==> src/rtl/writeback_queue.sv <==
// writeback_queue: 4-entry in-order write-back queue arbitrating ALU and load results into the register file.
module writeback_queue #(
   parameter int REG_SELECT_WIDTH = 5,
   parameter int DATA_WIDTH = 32
) (
   input  logic                        Clk,
   input  logic                        Reset,
   input  logic                        AluValid,
   input  logic [DATA_WIDTH-1:0]       AluData,
   input  logic [REG_SELECT_WIDTH-1:0] AluSelect,
   output logic                        AluReady,
   input  logic                        MemValid,
   input  logic [DATA_WIDTH-1:0]       MemData,
   input  logic [REG_SELECT_WIDTH-1:0] MemSelect,
   output logic                        MemReady,
   input  logic                        Hold,
   output logic [DATA_WIDTH-1:0]       WriteData,
   output logic [REG_SELECT_WIDTH-1:0] WriteSelect,
   output logic                        WriteEnable,
   output logic [2:0]                  Count,
   output logic                        Full,
   output logic                        Empty
);
   logic [DATA_WIDTH-1:0] dataMem [4];
   logic [REG_SELECT_WIDTH-1:0] selMem [4];
   logic [1:0] rdPtr, wrPtr;
   logic [2:0] count;
   logic prio, isFull, isEmpty, push;
   always_comb begin
      isFull = count == 3'd4;
      isEmpty = count == 3'd0;
      // Full blocks both sources even if a pop frees a slot this cycle.
      AluReady = !Reset && !isFull && AluValid && (!MemValid || !prio);
      MemReady = !Reset && !isFull && MemValid && (!AluValid || prio);
      push = AluReady || MemReady;
      WriteEnable = !Reset && !isEmpty && !Hold;
      WriteData = Reset ? '0 : dataMem[rdPtr];
      WriteSelect = Reset ? '0 : selMem[rdPtr];
      Count = Reset ? 3'd0 : count;
      Full = !Reset && isFull;
      Empty = Reset || isEmpty;
   end
   always_ff @(posedge Clk) begin
      if (Reset) begin
         rdPtr <= '0;
         wrPtr <= '0;
         count <= '0;
         prio <= 1'b0;
         for (int i = 0; i < 4; i++) begin
            dataMem[i] <= '0;
            selMem[i] <= '0;
         end
      end else begin
         if (push) begin
            dataMem[wrPtr] <= AluReady ? AluData : MemData;
            selMem[wrPtr] <= AluReady ? AluSelect : MemSelect;
            wrPtr <= wrPtr + 2'd1;
         end
         if (WriteEnable) rdPtr <= rdPtr + 2'd1;
         count <= count + 3'(push) - 3'(WriteEnable);
         // Hand priority to the loser after every contested, non-full cycle.
         if (AluValid && MemValid && !isFull) prio <= !prio;
      end
   end
endmodule

==> config.mk <==
export PLATFORM = sky130hd
export DESIGN_NAME = writeback_queue
export DESIGN_NICKNAME = d
export VERILOG_FILES = /design/src/rtl/writeback_queue.sv
export SDC_FILE = /design/constraint.sdc
export NUM_CORES = 1
export LEC_CHECK = 0
export BUFFER_PORTS_ARGS = -buffer_cell sky130_fd_sc_hd__buf_2
export CAP_MARGIN = 30
export CORE_UTILIZATION = 40
export DETAILED_ROUTE_END_ITERATION = 7
export REMOVE_ABC_BUFFERS = 1
export SYNTH_ARGS = -nofsm -noshare
export SYNTH_HDL_FRONTEND = slang
export SYNTH_SLANG_ARGS = --single-unit
==> constraint.sdc <==
create_clock -name Clk -period 7.8 [get_ports Clk]
set_clock_uncertainty 0.1 [all_clocks]
set_input_delay 0.78 -clock Clk [delete_from_list [all_inputs] [get_ports Clk]]
set_output_delay 0.78 -clock Clk [all_outputs]
set_load 0.005 [all_outputs]
==> impl_metrics.csv <==
group,metric,value,unit
outcome,status,"finished clean",
yosys,synth_top_area_share,0.555,
placement,dp_cells,912,
die,coreArea,19500,um2
finish,utilization,0.481,
clock_tree,path_clk_slew,0.06,ns
finish,area_delta_synth_final,17.3,%
die,initial_utilization,0.410,
placement,gp_congestion,0.739,
placement,io_buffer_count,123,
critical_path,required,7.98,ns
timing,slew_violations,0,
critical_path,cp_max_fo,43,
die,chipHeight,144,um
yosys,yosys.area.top_type,"edfxtp_1",
power_and_ir_drop,power_density,275,nW/um2
global_routing,grt_usage,0.206,
routing,drt_iter0_markers,459,
power_and_ir_drop,peakVddDrop,0.214,mV
finish,final_nets,748,
finish,final_cells,944,
routing,vias_per_cell,5.70,
timing,period_needed,3.85,ns
timing,setup_viol,0,
timing,rsz0062_at_grt,"false",
global_routing,grt_max_degree,52,
timing,period_share,0.494,
die,pin_count,124,
yosys,syn_inst,565,
timing,fin_ws,3.95,ns
yosys,avgSynthCellArea,14.2,um2
yosys,ys.flop_type,"edfxtp_1",
yosys,synth_edf_count,148,
critical_path,end_kind,"flip-flop",
critical_path,start_kind,"flip-flop",
yosys,yosys_register_bits,158,
yosys,synthTopCellsByArea,"edfxtp_1 55%, mux4_2 10%, a21oi_1 9.4%",
clock_tree,htreeDepth,4,
job,drv_cap,0,
routing,routed_wl,20.3,mm
routing,wl_per_cell,21.6,um
yosys,yosysUniqueCellTypes,39,
timing,fmax,259,MHz
clock_tree,root_buffer,"clkbuf_16",
clock_tree,clock_latency,0.42,ns
timing,hold_viol_final,0,
finish,drive_above_1_share,0.362,
placement,pre_cts_slack,3.81,ns
routing,vias,5385,
clock_tree,cts_setup_buffers,0,
finish,num_antenna_cells,0,
timing,slew_headroom,0.420,
min_path,hp-class,"flip-flop to flip-flop",
yosys,synth_area,8010,um2
yosys,async_flop_share,0,
critical_path,worstReg2RegStart,"count[1]",
yosys,ys_seq_area_frac,0.580,
routing,dr.pass1.iters,4,
global_routing,antenna_found_initial,0,
die,row_count,51,
global_routing,grt.overflow.total,0,
clock_tree,cts_sinks,158,
clock_tree,clockBufferDepth,2,
clock_tree,cts_buffers,17,
clock_tree,ctsResizeCount,0,
yosys,synth_warnings,0,
critical_path,criticalPathCategory,"flip-flop to flip-flop",
timing,worst_pin_slew,0.870,ns
min_path,hold_start,"rdPtr[0]",
clock_tree,cts_tree,"built",
die,die-area,20600,um2
clock_tree,postCtsHoldBufs,0,
critical_path,critical_path_arrival,4.03,ns
power_and_ir_drop,p_leak,3.37,nW
global_routing,grt_pass1_vias,5662,
finish,final_common_cell,"a21oi_1",
placement,dp_hpwl,12.3,mm
routing,drt.antenna.violating_nets,0,
routing,drc,0,
finish,layout_common_cells,"151 x a21oi_1, 148 x edfxtp_1, 122 x buf_2, 37 x mux4_2, 37 x and2_1",
die,die_x,144,um
global_routing,grt_pass1_wl,31.1,mm
critical_path,crit_path_start,"count[1]",
timing,fin_setup_tns,0,ns
## critical path, cell delays in order, from the launching register on
cell     delay (ns)
dfxtp_1        0.47
or3b_4         0.77
nand3_2        0.64
buf_16         0.38
ha_1           0.29
inv_1          0.05
ha_1           0.20
fa_1           0.41
xnor2_1        0.19
xnor2_1        0.14
nor2_1         0.05
## registers in the layout, indices dropped and copies added (netlist names), named ones only
signal,cells
wrPtr,2
dataMem,128
rdPtr,2
selMem,20
prio,1
count,3
## power breakdown
| group | switching (W) | internal, W | total (W) |
|---|---|---|---|
| clock | 0.000309 | 0.000486 | 0.000796 |
| sequential | 0.0000883 | 0.00107 | 0.00116 |
| combinational | 0.000350 | 0.000282 | 0.000631 |
## per-layer routing
layer  track usage  vias up  part of all wire
met5             0        -                 0
met4        0.0661        0             0.017
met3        0.0350       26             0.058
met2         0.350      187              0.51
met1         0.269     2707              0.42
li1              -     2465                 -
## synth_stat cells (5+ instances only)
library cell and count:
edfxtp_1 148, o31ai_2 10, mux4_2 37, nor2_1 6
dfxtp_1 10, o31ai_4 9, and2_1 37, buf_6 8
buf_2 19, a21oi_1 151, nand4_4 10, nand2_1 6
nor2b_1 5, nand4_1 29, clkbuf_1 8, o31ai_1 19
buf_4 14
## logic make-up (layout without fill, tap and decap cells)
family,after synthesis,count (layout),synth area share
DFF,158,158,0.580
adders and majority gates,3,3,0.00562
xor gates and xnor gates,2,2,0.00219
AOI/OAI and AO/OA,196,196,0.158
muxes,39,39,0.106
and+or+nand+nor,108,108,0.101
buffers and inverters,59,173,0.0467
## metrics by stage
stage	hold WS, ns	instance area, um2	total power [W]
after global placement	0.343	8720	0.00178
after detailed placement	0.371	8820	0.00182
after global routing	0.408	9400	0.00269
final	0.379	9400	0.00258
after floorplan	0.338	7660	0.00155
after CTS	0.381	9400	0.00260
## cell type report
type,count,area (um2)
Multi-Input combinational cell,348,3040
Timing Repair Buffer,136,786
Sequential cell,158,4650
Inverter,5,20.0
Clock inverter,7,58.8
Tap cell,265,332
Fill cell,1787,10100
Clock buffer,25,515
## final timing paths
kind	cells past startpoint	endpoint	slack (ns)
min reg2reg	1	flip-flop	0.38
max	10	count[2]	3.95
max reg2reg	10	count[2]	3.95
min	1	flip-flop	0.38
Note: power is estimated with default switching activity, not from simulation.
